<file path="src/rtl/sha256_pkg.sv">
// Shared definitions for the SHA-256 ALU sequencer: ALU opcodes, function codes,
// rotate amounts, FSM states and the micro-op record produced by the micro-op ROM.
package sha256_pkg;

    localparam logic [4:0] OP_ADD  = 5'd0;
    localparam logic [4:0] OP_SUB  = 5'd1;
    localparam logic [4:0] OP_AND  = 5'd2;
    localparam logic [4:0] OP_XOR  = 5'd3;
    localparam logic [4:0] OP_ROTR = 5'd4;
    localparam logic [4:0] OP_SRA  = 5'd5;

    localparam logic [1:0] FUNC_BSIG0 = 2'd0;
    localparam logic [1:0] FUNC_BSIG1 = 2'd1;
    localparam logic [1:0] FUNC_CH    = 2'd2;
    localparam logic [1:0] FUNC_MAJ   = 2'd3;

    localparam logic [4:0] ROT_S0_A = 5'd2;
    localparam logic [4:0] ROT_S0_B = 5'd13;
    localparam logic [4:0] ROT_S0_C = 5'd22;
    localparam logic [4:0] ROT_S1_A = 5'd6;
    localparam logic [4:0] ROT_S1_B = 5'd11;
    localparam logic [4:0] ROT_S1_C = 5'd25;

    typedef enum logic [1:0] {ST_IDLE, ST_EXEC, ST_DONE} state_t;
    typedef enum logic [2:0] {SRC_X, SRC_Y, SRC_Z, SRC_ACC, SRC_TMP} src_t;
    typedef enum logic {DST_ACC, DST_TMP} dst_t;

    typedef struct packed {
        logic [4:0] opcode;
        src_t       srcA;
        src_t       srcB;
        logic [4:0] shamt;
        dst_t       dest;
        logic       last;
    } uop_t;

    function automatic uop_t mkUop(logic [4:0] op, src_t a, src_t b, logic [4:0] sh,
                                   dst_t d, logic last);
        uop_t u;
        u.opcode = op;
        u.srcA   = a;
        u.srcB   = b;
        u.shamt  = sh;
        u.dest   = d;
        u.last   = last;
        return u;
    endfunction

endpackage

</file>
<file path="src/rtl/sha256_uop_rom.sv">
// Combinational micro-op table: maps (function, step) to the ALU operation,
// operand sources, rotate amount, destination register and end-of-sequence flag.
module sha256_uop_rom
    import sha256_pkg::*;
(
    input  logic [1:0] i_func,
    input  logic [2:0] i_step,
    output uop_t       o_uop
);

    logic [4:0] w_rotA;
    logic [4:0] w_rotB;
    logic [4:0] w_rotC;

    // BSIG0 and BSIG1 share one sequence shape; only the rotate amounts differ.
    assign w_rotA = (i_func == FUNC_BSIG1) ? ROT_S1_A : ROT_S0_A;
    assign w_rotB = (i_func == FUNC_BSIG1) ? ROT_S1_B : ROT_S0_B;
    assign w_rotC = (i_func == FUNC_BSIG1) ? ROT_S1_C : ROT_S0_C;

    always_comb begin
        o_uop = mkUop(OP_ADD, SRC_X, SRC_X, 5'd0, DST_ACC, 1'b1);
        case (i_func)
            FUNC_BSIG0, FUNC_BSIG1: begin
                case (i_step)
                    3'd0:    o_uop = mkUop(OP_ROTR, SRC_X,   SRC_X,   w_rotA, DST_ACC, 1'b0);
                    3'd1:    o_uop = mkUop(OP_ROTR, SRC_X,   SRC_X,   w_rotB, DST_TMP, 1'b0);
                    3'd2:    o_uop = mkUop(OP_XOR,  SRC_ACC, SRC_TMP, 5'd0,   DST_ACC, 1'b0);
                    3'd3:    o_uop = mkUop(OP_ROTR, SRC_X,   SRC_X,   w_rotC, DST_TMP, 1'b0);
                    3'd4:    o_uop = mkUop(OP_XOR,  SRC_ACC, SRC_TMP, 5'd0,   DST_ACC, 1'b1);
                    default: ;
                endcase
            end
            FUNC_CH: begin
                case (i_step)
                    3'd0:    o_uop = mkUop(OP_XOR, SRC_Y, SRC_Z,   5'd0, DST_TMP, 1'b0);
                    3'd1:    o_uop = mkUop(OP_AND, SRC_X, SRC_TMP, 5'd0, DST_TMP, 1'b0);
                    3'd2:    o_uop = mkUop(OP_XOR, SRC_Z, SRC_TMP, 5'd0, DST_ACC, 1'b1);
                    default: ;
                endcase
            end
            default: begin
                case (i_step)
                    3'd0:    o_uop = mkUop(OP_AND, SRC_X,   SRC_Y,   5'd0, DST_ACC, 1'b0);
                    3'd1:    o_uop = mkUop(OP_XOR, SRC_X,   SRC_Y,   5'd0, DST_TMP, 1'b0);
                    3'd2:    o_uop = mkUop(OP_AND, SRC_Z,   SRC_TMP, 5'd0, DST_TMP, 1'b0);
                    3'd3:    o_uop = mkUop(OP_XOR, SRC_ACC, SRC_TMP, 5'd0, DST_ACC, 1'b1);
                    default: ;
                endcase
            end
        endcase
    end

endmodule

</file>
<file path="src/rtl/sha256_alu_sequencer.sv">
// Sequences one SHA-256 logical function (BSIG0/BSIG1/CH/MAJ) through the shared ALU,
// one micro-op per cycle, between a request handshake and a response handshake.
module sha256_alu_sequencer
    import sha256_pkg::*;
(
    input  logic        clock,
    input  logic        reset_n,
    input  logic        req_valid,
    output logic        req_ready,
    input  logic [1:0]  req_func,
    input  logic [31:0] req_x,
    input  logic [31:0] req_y,
    input  logic [31:0] req_z,
    output logic        rsp_valid,
    input  logic        rsp_ready,
    output logic [31:0] rsp_data,
    output logic [31:0] alu_operandA,
    output logic [31:0] alu_operandB,
    output logic [4:0]  alu_opcode,
    output logic [4:0]  alu_shiftamt,
    input  logic [31:0] alu_result
);

    state_t      r_state;
    state_t      w_nextState;
    logic [1:0]  r_func;
    logic [31:0] r_opx;
    logic [31:0] r_opy;
    logic [31:0] r_opz;
    logic [31:0] r_acc;
    logic [31:0] r_tmp;
    logic [2:0]  r_step;
    logic [31:0] r_rspData;
    uop_t        w_uop;
    logic [31:0] w_srcA;
    logic [31:0] w_srcB;

    sha256_uop_rom u_rom (
        .i_func (r_func),
        .i_step (r_step),
        .o_uop  (w_uop)
    );

    always_ff @(posedge clock or negedge reset_n) begin
        if (!reset_n) r_state <= ST_IDLE;
        else          r_state <= w_nextState;
    end

    // Handshake flags and ALU drives depend only on registered state.
    always_comb begin
        w_nextState  = r_state;
        req_ready    = 1'b0;
        rsp_valid    = 1'b0;
        w_srcA       = '0;
        w_srcB       = '0;
        alu_opcode   = OP_ADD;
        alu_operandA = '0;
        alu_operandB = '0;
        alu_shiftamt = '0;
        case (w_uop.srcA)
            SRC_X:   w_srcA = r_opx;
            SRC_Y:   w_srcA = r_opy;
            SRC_Z:   w_srcA = r_opz;
            SRC_ACC: w_srcA = r_acc;
            SRC_TMP: w_srcA = r_tmp;
            default: w_srcA = '0;
        endcase
        case (w_uop.srcB)
            SRC_X:   w_srcB = r_opx;
            SRC_Y:   w_srcB = r_opy;
            SRC_Z:   w_srcB = r_opz;
            SRC_ACC: w_srcB = r_acc;
            SRC_TMP: w_srcB = r_tmp;
            default: w_srcB = '0;
        endcase
        case (r_state)
            ST_IDLE: begin
                req_ready = 1'b1;
                if (req_valid) w_nextState = ST_EXEC;
            end
            ST_EXEC: begin
                alu_opcode   = w_uop.opcode;
                alu_operandA = w_srcA;
                alu_operandB = w_srcB;
                alu_shiftamt = w_uop.shamt;
                if (w_uop.last) w_nextState = ST_DONE;
            end
            ST_DONE: begin
                rsp_valid = 1'b1;
                if (rsp_ready) w_nextState = ST_IDLE;
            end
            default: w_nextState = ST_IDLE;
        endcase
    end

    always_ff @(posedge clock or negedge reset_n) begin
        if (!reset_n) begin
            r_func    <= '0;
            r_opx     <= '0;
            r_opy     <= '0;
            r_opz     <= '0;
            r_acc     <= '0;
            r_tmp     <= '0;
            r_step    <= '0;
            r_rspData <= '0;
        end else begin
            case (r_state)
                ST_IDLE: begin
                    if (req_valid) begin
                        r_func <= req_func;
                        r_opx  <= req_x;
                        r_opy  <= req_y;
                        r_opz  <= req_z;
                        r_acc  <= '0;
                        r_tmp  <= '0;
                        r_step <= '0;
                    end
                end
                ST_EXEC: begin
                    if (w_uop.dest == DST_ACC) r_acc <= alu_result;
                    else                       r_tmp <= alu_result;
                    r_step <= r_step + 3'd1;
                    if (w_uop.last) r_rspData <= alu_result;
                end
                default: ;
            endcase
        end
    end

    assign rsp_data = r_rspData;

endmodule

</file>
<file path="config.mk">
export PLATFORM = sky130hd
export DESIGN_NAME = sha256_alu_sequencer
export DESIGN_NICKNAME = d
export VERILOG_FILES = /design/src/rtl/sha256_pkg.sv /design/src/rtl/sha256_uop_rom.sv /design/src/rtl/sha256_alu_sequencer.sv
export SDC_FILE = /design/constraint.sdc
export NUM_CORES = 1
export LEC_CHECK = 0
export CORE_MARGIN = 2
export CORE_UTILIZATION = 55
export DETAILED_ROUTE_END_ITERATION = 10
export MAX_ROUTING_LAYER = met4
export PLACE_DENSITY = 0.87
export REMOVE_ABC_BUFFERS = 1
export SLEW_MARGIN = 15
export SYNTH_ARGS = -nofsm -noshare
export SYNTH_HDL_FRONTEND = slang
export SYNTH_SLANG_ARGS = --single-unit
</file>
<file path="constraint.sdc">
create_clock -name clock -period 8.9 [get_ports clock]
set_clock_uncertainty 0.1 [all_clocks]
set_input_delay 2.225 -clock clock [delete_from_list [all_inputs] [get_ports clock]]
set_output_delay 2.225 -clock clock [all_outputs]
set_load 0.05 [all_outputs]
</file>
==> impl_metrics.ini <==
[outcome]
outcome = complete, no violations

[logic_synthesis]
syn_area_sq_um = 10700
syn_inst = 994
yosysTopAreaCellShare_pct = 46.4
yosysMostFrequentCell = dfrtp_1
syn_area_per_cell_sq_um = 10.8
async_flop_share_pct = 100
ys.flop_type = dfrtp_1
ys_types = 42
synth_edf_count = 0
synth_seq_area_share_pct = 46.4
synthTopCellsByCount = dfrtp_1, nand2_1, mux2_2, mux2i_1, o211ai_1
yosysWarnings = 0
synth_top_cell_by_area = dfrtp_1
synth.area.top_cells = dfrtp_1, mux2_2, mux2i_1
ys_ff_latch = 199

[placement]
post-place-ws_ps = 1930
hpwl_um = 19200
place.port_buffers = 239
gp_congestion = 0.885
dp.cells = 1418

[route]
routed_via_density = 6.05
drt-total-wl_um = 31800
final_antenna_net_count = 0
drc = 0
routed-via-count = 8788
drt-initial-drc-count = 624
avgRoutedWirePerCell_um = 21.9
drt-pass1-iter-count = 5

[global_routing]
first_global_vias = 9040
grt_pass1_wl_um = 48600
grtUsageTotal_pct = 31.6
grt_overflow = 0
grt_start_max_net_pins = 119
antenna_found_initial = 1

[worst_setup_path]
crit_path_top_delay_cell = clkdlybuf4s50_1
path_buf_inv = 3
cpPeakStageDelay_ps = 880
path_delay_family = buffers and inverters
worst_setup_path_start_kind = flop
worst-path-max-fanout = 64
cp.arrival_ps = 4930
rr_worst_depth = 7
crit_required_ps = 6580
cp_num_cells = 8
critPathKind = flop to primary output
crit_chain = inv_1 -> ha_1 -> nand3_1 -> and3_4 -> a31oi_4 -> buf_16 -> a311oi_1 -> clkdlybuf4s50_1
end_kind = primary output

[die]
boundaryPins = 242
die_area_sq_um = 20700
core_area_sq_um = 19300
die_h_um = 144
fp-row-count = 51
start_util_pct = 55.5
fp.dieW_um = 144

[finish]
stdcell_count = 1452
syn2layout_area_growth_pct = 28.8
nets = 1313
drive_gt1_share_pct = 16.5

[timing]
worst_pin_slew_ps = 1130
max_freq_ghz = 0.138
timing.hold.ws_ps = 412
setup_slack_ps = 1650
relSlewSlack_pct = 24.3
rsz0062_at_grt = no
min_period_ps = 7250
hold_violations = 0
finalSetupViolations = 0
slew_viol_final = 0
fin_crit_sh_pct = 81.5

[clock_network]
clk_pin_slew_worst_paths_ps = 80
cts.sinks = 199
clock_latency_ps = 430
cts_made_buffers = 17
cts_tree = built
post_cts.repair.setup_buffers = 0
cts_max_level = 4
clock-root-buffer = clkbuf_16
ctsResizeCount = 0
clockBufferDepth = 2
hold_buffers = 0

[flow_run]
cap_violations = 0

[worst_hold_path]
min_path_type = flop to flop
whs_path_depth = 1
[logic make-up after synthesis]
kind of cell	share of synthesized area, %
multiplexers	23.8
AO/OA/AOI/OAI	14.9
other	0.0349
adder cells (fa/ha/maj)	0.699
flip-flops	46.4
AND/OR/NAND/NOR	8.87
buffers and inverters	5.31
[path summary, 6_finish.rpt]
| kind | from | to | slack (ps) |
|---|---|---|---|
| max | r_step[2]$_DFFE_PN0P_ | alu_operandB[1] | 1650 |
| min | rsp_data[31]$_DFFE_PN0P_ | rsp_data[31]$_DFFE_PN0P_ | 410 |
| max reg2reg | r_step[2]$_DFFE_PN0P_ | r_tmp[14]$_DFFE_PN0P_ | 5600 |
| min reg2reg | rsp_data[31]$_DFFE_PN0P_ | rsp_data[31]$_DFFE_PN0P_ | 410 |
| max in group asynchronous | reset_n | r_acc[19]$_DFFE_PN0P_ | 5220 |
| min in group asynchronous | reset_n | r_opy[17]$_DFFE_PN0P_ | 1810 |
[registers in the layout, indices dropped and copies added, names as in the netlist]
name / cells
r_tmp: 32
r_opz: 32
r_opy: 32
r_step: 3
r_state: 2
r_opx: 32
rsp_data: 32
r_acc: 32
r_func: 2
[placed cells by master (no fill, tap or decap), types with 3 or more instances in the layout]
master           synthesis  routed
nor2b_1                  7       6
buf_4                    7      12
o21ai_0                 38      38
ha_1                     6       6
mux2i_1                 97      97
a21boi_0                33      33
dfrtp_1                199     199
nand3_1                  5       4
a211oi_1                 3       3
mux2_4                  29      29
o22ai_1                 33      33
nor2_1                   9       9
inv_8                    0       4
nand2_1                137     134
o211ai_1                64      64
o21a_1                   4       4
clkdlybuf4s50_1          0     238
mux2_2                 102     102
a311oi_1                32      32
inv_1                   38      38
nand2b_1                 7       4
clkbuf_16                0      17
and2_1                  32      32
[metal layers]
metal / up-vias / track usage, % / wire length (um)
met5: - / - / 0
met4: 0 / 10.7 / 892
met3: 65 / 6.50 / 2090
met2: 375 / 51.0 / 15500
met1: 4439 / 40.1 / 13300
li1: 3909 / - / -
[area by class of cell]
class / instances / area [sq um]
Inverter: 38 / 143
Antenna cell: 1 / 2.50
Multi-Input combinational cell: 665 / 5270
Fill cell: 1376 / 5510
Clock inverter: 15 / 168
Tap cell: 265 / 332
Timing Repair Buffer: 252 / 2510
Sequential cell: 199 / 4980
Clock buffer: 17 / 425
[through the flow]
| stage | TNS, ps | area [sq um] | util [%] |
|---|---|---|---|
| after CTS | 0 | 13800 | 71.3 |
| after floorplan | -21460 | 10300 | - |
| after detailed placement | 0 | 13200 | 68.3 |
| after global placement | 0 | 13200 | 68.3 |
| final | 0 | 13800 | 71.5 |
| after global routing | 0 | 13800 | 71.5 |
Power is not shown: default switching activity piles up to over one toggle a cycle in this logic, so the estimate is an artifact.
